$ cat config.mk
export PLATFORM = sky130hd
export DESIGN_NAME = slug_runctl
export DESIGN_NICKNAME = d
export VERILOG_FILES = /design/src/rtl/slug_runctl.sv
export SDC_FILE = /design/constraint.sdc
export NUM_CORES = 1
export LEC_CHECK = 0
export CAP_MARGIN = 20
export CORE_MARGIN = 2
export CORE_UTILIZATION = 45
export CTS_CLUSTER_DIAMETER = 50
export CTS_CLUSTER_SIZE = 30
export DETAILED_ROUTE_END_ITERATION = 10
export PLACE_DENSITY_LB_ADDON = 0.1
export SYNTH_ARGS = -nofsm -noshare
export SYNTH_HDL_FRONTEND = slang
export SYNTH_SLANG_ARGS = --single-unit
$ cat constraint.sdc
create_clock -name clk -period 5.2 [get_ports clk]
set_input_delay 0.78 -clock clk [delete_from_list [all_inputs] [get_ports clk]]
set_output_delay 0.78 -clock clk [all_outputs]
set_load 0.01 [all_outputs]
$ cat src/rtl/slug_runctl.sv
// Run-control and program-load sequencer for the slug 4-bit core.
// Owns the core clock enable/reset and handles RUN/HALT/STEP/LOAD commands plus a fetch breakpoint.
module slug_runctl #(
  parameter int ADDR_W    = 16,
  parameter int DATA_W    = 8,
  parameter int FLUSH_CYC = 2
) (
  input  logic              clk,
  input  logic              rst,
  input  logic              cmd_valid,
  output logic              cmd_ready,
  input  logic [1:0]        cmd_op,
  input  logic [ADDR_W-1:0] cmd_addr,
  input  logic [ADDR_W-1:0] cmd_len,
  input  logic              ld_valid,
  output logic              ld_ready,
  input  logic [DATA_W-1:0] ld_data,
  output logic              prog_we,
  output logic [ADDR_W-1:0] prog_waddr,
  output logic [DATA_W-1:0] prog_wdata,
  input  logic              bp_en,
  input  logic [ADDR_W-1:0] bp_addr,
  input  logic [ADDR_W-1:0] core_prog_addr,
  output logic              core_ce,
  output logic              core_rst,
  output logic              halted,
  output logic              bp_hit,
  output logic              step_done
);

  localparam int FW = (FLUSH_CYC > 1) ? $clog2(FLUSH_CYC) : 1;
  localparam logic [FW-1:0] FLUSH_LAST = FW'(FLUSH_CYC - 1);

  typedef enum logic [1:0] {
    OP_RUN  = 2'b00,
    OP_HALT = 2'b01,
    OP_STEP = 2'b10,
    OP_LOAD = 2'b11
  } op_e;

  typedef enum logic [2:0] {
    S_FLUSH,
    S_HALT,
    S_RUN,
    S_STEP,
    S_LOAD
  } state_e;

  state_e              state_q, state_d;
  logic [FW-1:0]       flush_q, flush_d;
  logic [ADDR_W-1:0]   addr_q, addr_d;
  logic [ADDR_W-1:0]   rem_q, rem_d;
  logic                bp_hit_q, bp_hit_d;
  logic                skip_q, skip_d;
  op_e                 op;
  logic                bp_match;

  assign op       = op_e'(cmd_op);
  assign bp_match = bp_en && (core_prog_addr == bp_addr);

  always_ff @(posedge clk or negedge rst) begin
    if (!rst) begin
      state_q  <= S_FLUSH;
      flush_q  <= '0;
      addr_q   <= '0;
      rem_q    <= '0;
      bp_hit_q <= 1'b0;
      skip_q   <= 1'b0;
    end else begin
      state_q  <= state_d;
      flush_q  <= flush_d;
      addr_q   <= addr_d;
      rem_q    <= rem_d;
      bp_hit_q <= bp_hit_d;
      skip_q   <= skip_d;
    end
  end

  always_comb begin
    state_d   = state_q;
    flush_d   = flush_q;
    addr_d    = addr_q;
    rem_d     = rem_q;
    bp_hit_d  = bp_hit_q;
    skip_d    = 1'b0;
    cmd_ready = 1'b0;
    ld_ready  = 1'b0;
    prog_we   = 1'b0;
    core_ce   = 1'b0;
    core_rst  = 1'b1;
    step_done = 1'b0;

    case (state_q)
      S_FLUSH: begin
        core_rst = 1'b0;
        core_ce  = 1'b1;
        if (flush_q == FLUSH_LAST) begin
          flush_d = '0;
          state_d = S_HALT;
        end else begin
          flush_d = flush_q + FW'(1);
        end
      end

      S_HALT: begin
        cmd_ready = 1'b1;
        if (cmd_valid) begin
          bp_hit_d = 1'b0;
          case (op)
            OP_RUN: begin
              state_d = S_RUN;
              skip_d  = 1'b1;
            end
            OP_STEP: state_d = S_STEP;
            OP_LOAD: begin
              addr_d  = cmd_addr;
              rem_d   = cmd_len;
              state_d = (cmd_len == '0) ? S_FLUSH : S_LOAD;
            end
            default: state_d = S_HALT;
          endcase
        end
      end

      S_RUN: begin
        cmd_ready = (op == OP_HALT);
        // A breakpoint hit wins over a HALT accepted in the same cycle so the stop is reported.
        if (bp_match && !skip_q) begin
          state_d  = S_HALT;
          bp_hit_d = 1'b1;
        end else begin
          core_ce = 1'b1;
          if (cmd_valid && cmd_ready) begin
            bp_hit_d = 1'b0;
            state_d  = S_HALT;
          end
        end
      end

      S_STEP: begin
        core_ce   = 1'b1;
        step_done = 1'b1;
        state_d   = S_HALT;
      end

      S_LOAD: begin
        core_rst = 1'b0;
        ld_ready = 1'b1;
        if (ld_valid) begin
          prog_we = 1'b1;
          addr_d  = addr_q + ADDR_W'(1);
          rem_d   = rem_q - ADDR_W'(1);
          if (rem_q == ADDR_W'(1)) state_d = S_FLUSH;
        end
      end

      default: state_d = S_FLUSH;
    endcase
  end

  assign prog_waddr = addr_q;
  assign prog_wdata = ld_data;
  assign halted     = (state_q == S_HALT);
  assign bp_hit     = bp_hit_q;

endmodule
# Word level (Yosys, flattened, before mapping)
# Index checks and enable logic that the tools add are counted.
# Widths: inputs -> output; s select.
word_totals:
  register_bits: 38
  output_inout_bits: 32
  word_cells: 71
op_classes:
  add_sub_neg: 3
  n_eq_ne: 15
  mux: 33
  n_reduce_logical: 14
op_table:
  columns: ["operator", "count"]
  rows:
  - ["$mux 16", 6]
  - ["$pmux 16 s2", 2]
  - ["$mux 3", 7]
  - ["$add 16x1->16 const B", 1]
  - ["$eq 16x1->1 const B", 1]
  - ["$eq 16x16->1", 1]
  - ["$logic_not 16->1", 1]
  - ["$sub 16x1->16 const B", 1]
  - ["$pmux 3 s5", 1]
  - ["$mux 1", 13]
  - ["$pmux 3 s3", 1]
  - ["$ne 2x2->1 const B", 4]
  - ["$eq 3x2->1 const B", 2]
  - ["$pmux 1 s2", 3]
  - ["$reduce_and 5->1", 1]
  - ["$eq 2x2->1 const B", 2]
  - ["$reduce_and 4->1", 1]
  - ["$reduce_bool 2->1", 2]
  - ["$reduce_or 2->1", 2]
  - ["$eq 3x1->1 const B", 1]
  - ["$eq 3x3->1 const B", 1]
  - ["$logic_and 1x1->1", 3]
  - ["$logic_not 3->1", 1]
  - ["$ne 3x3->1 const B", 1]
  - ["6 further kinds", 6]

# Longest topological paths before layout
# Gate-level depths: netlist of run 1.
depth:
  depth_word: 5
  mapped_depth: 8
  depth_no_buf: 6

# Worst setup path after synthesis of run 1
# Ideal clock, no wire load.
synth_path:
  path_type: "input to output"
  startpoint: "input port bp_addr[10]"
  endpoint: "output port core_ce"
  t_arrival_ps: 1480
  required_ps: 4420
  slack_ps: 2940
  stages: 4
  path_cell_list: "xnor2_1 -> nand4_1 -> nor3_1 -> a21oi_1"
synth_via:
  elab_chain_len: 5
synth_lines:
  columns: ["element", "line", "text"]
  rows:
  - ["start, declared", "22", "input logic [ADDR_W-1:0] bp_addr,"]
  - ["$eq 16x16->1", "59", "assign bp_match = bp_en && (core_prog_addr == bp_addr);"]
  - ["$logic_and 1x1->1", "59", null]
  - ["$logic_and 1x1->1", "128", "if (bp_match && !skip_q) begin"]
  - ["$mux 1", "128", null]
  - ["$pmux 1 s2", "93", "case (state_q)"]
  - ["end, declared", "24", "output logic core_ce,"]
# No other way between the ends.

# Worst setup path after layout of run 1
layout_path:
  startpoint: "register state_q[0]"
  endpoint: "output port prog_we"
layout_via:
  elab_chain_len: 2
layout_lines:
  columns: ["element", "line", "text"]
  rows:
  - ["start, declared", "49", "state_e state_q, state_d;"]
  - ["start signal, assigned", "70", "state_q <= state_d;"]
  - ["$eq 3x3->1", "93", null]
  - ["$mux 1", "93", null]
  - ["end, declared", "18", "output logic prog_we,"]
# No other way between the ends.

==> results_dict.tcl, run 1 <==
set metrics [dict create \
    slowest_delay_ps 630 \
    critical_path.endpoint "prog_we" \
    finalClockSkew_ps 11.7 \
    synth_edf_count 0 \
    async_flop_share_pct 100 \
    syn_inst 331 \
    drt_iter0_drc 130 \
    yosys.area_share.adder_pct 3.56 \
    startpoint "state_q[0]" \
    worst_slew_pin_slew_ps 895 \
    maxSlewHeadroom_pct 40.3 \
    clockBufferDepth 2 \
    cp.depth 4 \
    setup_slack_ps 1760 \
    ys_seq_area_share_pct 33.8 \
    cp.arrival_ps 2660 \
    htreeDepth 2 \
    powerDensity_mw_per_mm2 413 \
    yosys_warnings 0 \
    synth_cell_types 55 \
    clock-sinks 38 \
    synth_xor_area_share_pct 5.29 \
    holdBufCountCts 0 \
    post_dp_cell_area_mm2 0.00367 \
    status "complete, no violations" \
    yosys.area_share.simple_pct 24.4 \
    ir_drop_mv 0.235 \
    critical-path-top-delay-family "buffers and inverters" \
    critPathMaxFanout 53 \
    port_buffers 94 \
    pin_count 111 \
    coreArea_mm2 0.00599 \
    startpoint_type "flop" \
    track_usage_pct 21.3 \
    drtPass1Iterations 4 \
    cts_made_buffers 5 \
    hpwl_mm 5.36 \
    wl_mm 7.32 \
    clock.fmax_mhz 290 \
    setup_viol 0 \
    final_nets 491 \
    synth-compound-area-share_pct 24.2 \
    crit_chain "or3b_1 -> inv_2 -> and2_1 -> clkdlybuf4s50_1" \
    wl_per_cell_um 15.3 \
    r2r_slack_ps 2990 \
    worstRegToRegCells 5 \
    area_delta_synth_final_pct 34.9 \
    via_count 2794 \
    worst-setup-path-type "flop to output pin" \
    synth_top_flop_cell "dfrtp_1" \
    slowest_stage "inv_2" \
    dieArea_mm2 0.00690 \
    power_leakage_uw 0.00146 \
    drc_errors 0 \
    drive_gt1_share_pct 5.43 \
    cap_violations 0 \
    cts_resized 0 \
    synth_top_family_by_area "simple AND/OR/NAND/NOR gates" \
    tns_ps 0 \
    fillers 536 \
    fp-row-count 28 \
    r2r_end "prog_waddr[6]" \
    cts_tree "done" \
    initial_utilization_pct 47.0 \
    syn_area_mm2 0.00281 \
    rr_startpoint "state_q[0]" \
    gr-total-overflow 0 \
    path_buf_inv 2 \
    register_area_um2 951 \
    whs_ps 477 \
    rsz0062_at_grt "no" \
    period_needed_ps 3440 \
    antenna_found_initial 0 \
    cts_root_buf "clkbuf_8" \
    slew_violations 0 \
    final_common_cell "clkdlybuf4s50_1" \
    antennaDiodeCount 0 \
    grt_pass1_vias 2644 \
    clkSlewWorstSetupHoldPaths_ps 70 \
    die_x_um 83.1 \
    syn_nets 418 \
    worstSkewPairLatency_ps 300 \
    finalCritPeriodShare_pct 66.2 \
    post_cts_buffers 0 \
    end_kind "output pin" \
    dp.cells 471 \
    post-place-ws_ps 1850 \
    grt_max_degree 54 \
    ys_ff_latch 38 \
    stdcell_count 480 \
    final_cell_area_mm2 0.00380 \
    synthMuxAreaShare_pct 1.07 \
    cp.required_ps 4420 \
    finalHoldViolations 0 \
    final_cell_mix "clkdlybuf4s50_1 (93), dfrtp_1 (38), a21oi_1 (31)" \
    drtAntennaViolNets 0 \
    dieHeight_um 83.1 \
    syn_area_per_cell_um2 8.50 \
    vias_per_cell 5.82 \
    grt_pass1_wl_mm 12.4 \
    multi_input_comb_area_mm2 0.00165 \
    gp_congestion 0.835 \
    hold_path.class "flop to flop" \
]
==> per-layer routing <==
| metal | GRT usage, % | vias to the layer above | part of all wire [%] |
|---|---|---|---|
| met4 | 4.17 | 0 | 1.0 |
| met1 | 27.6 | 1327 | 45 |
| met3 | 5.17 | 7 | 5.4 |
| li1 | - | 1384 | - |
| met2 | 36.3 | 76 | 49 |
| met5 | 0 | - | 0 |
==> sequential cells by signal, summed over array words and instances (netlist names) <==
register	count
rem_q	16
state_q	3
flush_q	1
bp_hit	1
skip_q	1
prog_waddr	16
==> cells in the mapped netlist, drive strengths merged, types with 2 or more instances <==
cell type	n	share of area, %
o22a	6	1.9
and3	6	1.3
inv	8	1.1
nor3b	4	1.1
a2bb2oi	5	1.6
a22oi	5	1.3
o211ai	3	0.80
nor4	11	2.4
o22ai	4	0.89
o2bb2ai	4	1.2
nand2	17	2.3
a21o	2	0.53
nor3	10	2.2
nand2b	4	0.89
a31oi	8	1.8
nand3b	3	0.80
mux2i	3	1.1
dfrtp	38	34
nand3	15	2.7
a41oi	3	0.93
o21ai	25	4.4
a21oi	32	5.8
nor2	19	2.5
nand4	12	2.7
ha	8	3.6
or4b	2	0.71
a21boi	2	0.53
xnor2	16	5.0
clkbuf	11	1.5
and2	6	1.3
buf	20	5.1
or4	2	0.67
a31o	3	0.93
or3b	2	0.62
==> final cells by class <==
cell class	count	area share, %
inverter	8	0.791
clock buffer	6	2.18
tap	75	2.47
clock inverter	2	0.330
multi-input combinational	254	43.4
timing repair buffer	97	25.8
sequential	38	25.0
==> stage by stage <==
step	total power [µW]	utilization (%)
3_5_place_dp	1350	61.3
2_1_floorplan	1030	-
5_1_grt	1690	63.4
3_3_place_gp	1330	61.3
4_1_cts	1570	62.9
6_report	1570	63.4
==> cell families after synthesis <==
kind of cell,after synthesis
muxes,3
AOI/OAI and AO/OA,107
xor gates and xnor gates,17
buffers and inverters,39
and+or+nand+nor,119
adders and majority gates,8
DFF,38
==> power by group <==
| part | switching (µW) | leakage (µW) | internal, µW |
|---|---|---|---|
| Clock | 112 | 0.0000472 | 107 |
| Sequential | 180 | 0.000446 | 429 |
| Combinational | 345 | 0.000966 | 396 |
| Total | 636 | 0.00146 | 932 |
==> worst min path at each step <==
stage / start / to / slack [ps] / depth (start not counted)
after floorplan: flush_q / flush_q / 440 / 1
after global placement: flush_q / flush_q / 460 / 1
after detailed placement: flush_q / flush_q / 460 / 1
after CTS: flush_q / flush_q / 480 / 1
after global routing: flush_q / flush_q / 500 / 1
final: flush_q / flush_q / 480 / 1
Note: power is estimated with default switching activity, not from simulation.
==> inputs of run 2 (changes only) <==
CORE_UTILIZATION = 40   (was 45)
clock period = 3.01 ns   (was 5.2 ns; I/O delays follow)
==> run 2 against run 1 <==
Effect of this change:
- via count increased by 0.43%
- largest power group unchanged
- setup slack got worse by 1400 ps
- largest cell class unchanged
- global-route usage decreased by 0.59 points
- cell count increased by 5.0%
- core utilization decreased by 7.1 points
- worst hold slack got worse by 200 ps
- flip-flop and latch count unchanged
- critical endpoint is now ld_ready
- critical path type unchanged
==> results_dict.tcl, run 2 (synthesis gave the netlist of run 1 again) <==
set metrics [dict create \
    status "complete, no violations" \
    clock.fmax_mhz 380 \
    slowest_delay_ps 570 \
    pin_count 111 \
    startpoint "state_q[0]" \
    stdcell_count 504 \
    power_leakage_uw 0.00147 \
    track_usage_pct 20.7 \
    power_uw 2720 \
    antennaDiodeCount 0 \
    setup_viol 0 \
    grt_use_met2_pct 34.1 \
    rsz0062_at_grt "no" \
    worst-setup-path-type "flop to output pin" \
    crit_chain "or3b_1 -> inv_2 -> buf_4 -> clkdlybuf4s50_1" \
    antenna_found_initial 0 \
    worstSkewPairLatency_ps 290 \
    hold_path.class "primary input to asynchronous set/reset pin" \
    post_cts_buffers 0 \
    clock-sinks 38 \
    cp.required_ps 2560 \
    r2r_slack_ps 910 \
    grtUsageMet1_pct 28.1 \
    drtAntennaViolNets 0 \
    drc_errors 0 \
    r2r_end "rem_q[8]" \
    worstRegToRegCells 6 \
    dieHeight_um 87.9 \
    slew_violations 0 \
    initial_utilization_pct 41.4 \
    grt_max_degree 39 \
    cts_root_buf "clkbuf_8" \
    cts_made_buffers 5 \
    fillers 637 \
    die_x_um 87.9 \
    wl_mm 7.66 \
    rr_startpoint "rem_q[0]" \
    drive_gt1_share_pct 5.88 \
    final_cell_mix "clkdlybuf4s50_1 (93), dfrtp_1 (38), a21oi_1 (31)" \
    finalClockSkew_ps 8.72 \
    period_needed_ps 2630 \
    worst_slew_pin_slew_ps 880 \
    finalCritPeriodShare_pct 87.5 \
    gr-total-overflow 0 \
    cap_violations 0 \
    busiest_layer "met2" \
    area_delta_synth_final_pct 35.8 \
    vias_per_cell 5.57 \
    finalHoldViolations 0 \
    grt_pass1_vias 2786 \
    critical_path.endpoint "ld_ready" \
    tns_ps 0 \
    hpwl_mm 5.75 \
    grt_pass1_wl_mm 12.8 \
    cp.arrival_ps 2180 \
    cts_tree "done" \
    coreArea_mm2 0.00679 \
    globalRouteMet3Util_pct 4.62 \
    dieArea_mm2 0.00772 \
    end_kind "output pin" \
    cts_resized 0 \
    clockBufferDepth 2 \
    powerDensity_mw_per_mm2 712 \
    clkSlewWorstSetupHoldPaths_ps 80 \
    slowest_stage "clkdlybuf4s50_1" \
    drtPass1Iterations 4 \
    htreeDepth 2 \
    critPathMaxFanout 21 \
    via_count 2806 \
    startpoint_type "flop" \
    gp_congestion 0.895 \
    final_common_cell "clkdlybuf4s50_1" \
    wl_per_cell_um 15.2 \
    fp-row-count 30 \
    dp.cells 496 \
    ir_drop_mv 0.365 \
    maxSlewHeadroom_pct 41.4 \
    holdBufCountCts 0 \
    final_nets 494 \
    port_buffers 94 \
    drt_iter0_drc 239 \
]
[run 2: final cells by class]
class | instances | area [µm²] | share of cell area, %
Multi-Input combinational cell | 254 | 1650 | 43.1
Timing Repair Buffer | 100 | 981 | 25.7
Sequential cell | 38 | 951 | 24.9
Tap cell | 96 | 120 | 3.14
Clock buffer | 7 | 86.3 | 2.26
Inverter | 8 | 30.0 | 0.786
Clock inverter | 1 | 5.00 | 0.131
[run 2: per-layer routing]
layer,wire length (µm),share of wire [%]
met3,478,6.2
met1,3490,46
met2,3650,48
met5,0,0
met4,38,0.50
[run 2: how the worst min path moves through the flow]
| stage | slack [ps] | to | from | depth (start not counted) |
|---|---|---|---|---|
| floorplan | 160 | bp_hit | rst | 0 |
| global placement | 460 | flush_q | flush_q | 1 |
| detailed placement | 460 | flush_q | flush_q | 1 |
| CTS | 310 | rem_q[0] | rst | 1 |
| global route | 350 | prog_waddr[9] | rst | 1 |
| finish | 280 | rem_q[0] | rst | 1 |
[run 2: critical path, delay by kind of cell (launching register included)]
family	cells	cell delay (ps)
flops	1	520
buf+inv	3	900
simple gates	1	460
[run 2: stage by stage]
step / worst slack (ps) / instance area, µm² / hold WS [ps] / util (%)
2_1_floorplan: 1100 / 2810 / 156 / -
4_1_cts: 356 / 3820 / 314 / 56.2
5_1_grt: 253 / 3820 / 352 / 56.2
6_report: 377 / 3820 / 278 / 56.2
3_5_place_dp: 396 / 3730 / 462 / 54.9
3_3_place_gp: 482 / 3730 / 461 / 54.9
[run 2: where the power goes]
part	switching [µW]	leakage, µW	internal (µW)
Combinational	604	0.000973	680
Sequential	323	0.000446	741
Clock	188	0.0000482	185
Total	1110	0.00147	1610
==> inputs of run 3 (changes only) <==
--- a/config.mk
+++ b/config.mk
@@ -8,5 +8,5 @@
 export CAP_MARGIN = 20
 export CORE_MARGIN = 2
-export CORE_UTILIZATION = 40
+export CORE_UTILIZATION = 35
 export CTS_CLUSTER_DIAMETER = 50
 export CTS_CLUSTER_SIZE = 30
==> constraint.sdc (replaced) <==
create_clock -name clk -period 3.01 [get_ports clk]
set_input_delay 0.301 -clock clk [delete_from_list [all_inputs] [get_ports clk]]
set_output_delay 0.301 -clock clk [all_outputs]
set_load 0.01 [all_outputs]
==> run 3 against run 2 <==
Effect of this change:
- critical path depth unchanged
- power down 0.92%
- wire length is 3.9% lower
- via count shrank 0.61%
- setup slack better by 190 ps
- global-route usage is 3.4 points lower
- critical endpoint unchanged
==> results_dict.tcl, run 3 (synthesis gave the netlist of run 1 again) <==
set metrics [dict create \
    setup_viol 0 \
    post_cts_buffers 0 \
    finalClockSkew_ps 2.80 \
    holdBufCountCts 0 \
    grt_pass1_vias 2624 \
    gr-total-overflow 0 \
    cts_resized 0 \
    end_kind "output pin" \
    final_common_cell "clkdlybuf4s50_1" \
    hpwl_mm 5.50 \
    setup_slack_ps 568 \
    wl_per_cell_um 14.5 \
    via_count 2789 \
    grt_pass1_wl_mm 12.3 \
    cts_tree "done" \
    worst_slew_pin_slew_ps 873 \
    final_cell_area_mm2 0.00383 \
    initial_utilization_pct 36.2 \
    antenna_found_initial 0 \
    dieHeight_um 93.7 \
    globalRouteMet3Util_pct 2.97 \
    post_dp_cell_area_mm2 0.00374 \
    track_usage_pct 17.3 \
    cts_root_buf "clkbuf_8" \
    slew_violations 0 \
    powerDensity_mw_per_mm2 704 \
    grt_use_met2_pct 29.9 \
    rsz0062_at_grt "no" \
    startpoint_type "flop" \
    final_util_pct 49.3 \
    drtAntennaViolNets 0 \
    busiest_layer "met2" \
    grt_max_degree 39 \
    worstSkewPairLatency_ps 280 \
    final_nets 495 \
    critPathMaxFanout 19 \
    drtPass1Iterations 4 \
    cp.required_ps 2710 \
    finalHoldViolations 0 \
    wl_mm 7.36 \
    drive_gt1_share_pct 5.90 \
    port_buffers 94 \
    antennaDiodeCount 0 \
    whs_ps 133 \
    cap_violations 0 \
    gp_congestion 0.886 \
    fp-row-count 32 \
    finalCritPeriodShare_pct 81.1 \
    hold_path.class "primary input to asynchronous set/reset pin" \
    maxSlewHeadroom_pct 41.8 \
    coreArea_mm2 0.00777 \
    pin_count 111 \
    vias_per_cell 5.48 \
    cts_made_buffers 5 \
    period_needed_ps 2440 \
    worst-setup-path-type "flop to output pin" \
    post-place-ws_ps 642 \
    htreeDepth 2 \
    ir_drop_mv 0.349 \
    clock.fmax_mhz 409 \
    cp.arrival_ps 2140 \
    tns_ps 0 \
    dieArea_mm2 0.00877 \
    drc_errors 0 \
    clock-sinks 38 \
    area_delta_synth_final_pct 36.0 \
    die_x_um 93.7 \
    final_cell_mix "clkdlybuf4s50_1 (93), dfrtp_1 (38), a21oi_1 (31)" \
    status "complete, no violations" \
    drt_iter0_drc 114 \
    grtUsageMet1_pct 22.8 \
    power_leakage_uw 0.00147 \
    clockBufferDepth 2 \
    clkSlewWorstSetupHoldPaths_ps 70 \
]
run 3: cell types whose count changed in the layout (fill, tap and decap cells not counted):
| cell | before | now |
|---|---|---|
| buf_4 | 6 | 7 |
| clkbuf_1 | 1 | 0 |
| clkinv_2 | 1 | 0 |
run 3: path summary, 6_finish.rpt:
kind / to / startpoint / cells after the start / slack (ps)
worst min register to register: flush_q / flush_q / 1 / 480
min in group clk: flush_q / flush_q / 1 / 480
max in group asynchronous: rem_q[5] / rst / 1 / 2330
worst max-delay path: ld_ready / state_q[0] / 4 / 570
worst min-delay path: prog_waddr[1] / rst / 1 / 130
worst max register to register: rem_q[8] / rem_q[0] / 6 / 930
run 3: layout make-up:
cell class / count / area [µm²]
Fill cell: 757 / 3940
Multi-Input combinational cell: 254 / 1650
Timing Repair Buffer: 101 / 988
Sequential cell: 38 / 951
Tap cell: 102 / 128
Clock buffer: 6 / 82.6
Inverter: 8 / 30.0
run 3: metrics by stage:
stage / total power, µW / std cells
after global routing: 2910 / 509
after detailed placement: 2360 / 503
after floorplan: 1780 / 331
after CTS: 2720 / 509
final: 2700 / 509
after global placement: 2340 / 503
run 3: routing by layer:
metal | share of wire [%] | wire length, µm
met5 | 0 | 0
met4 | 0.84 | 62
met3 | 5.8 | 426
met2 | 49 | 3600
met1 | 44 | 3280
run 3: power by group:
group	internal (µW)	switching (µW)	total [µW]
logic	693	594	1290
registers	741	319	1060
clock network	177	172	349
run 3: critical path, cell delays in order (launching register included):
cell and delay [ps]:
dfrtp_1 510, or3b_1 450, inv_2 80, buf_4 230, clkdlybuf4s50_1 570
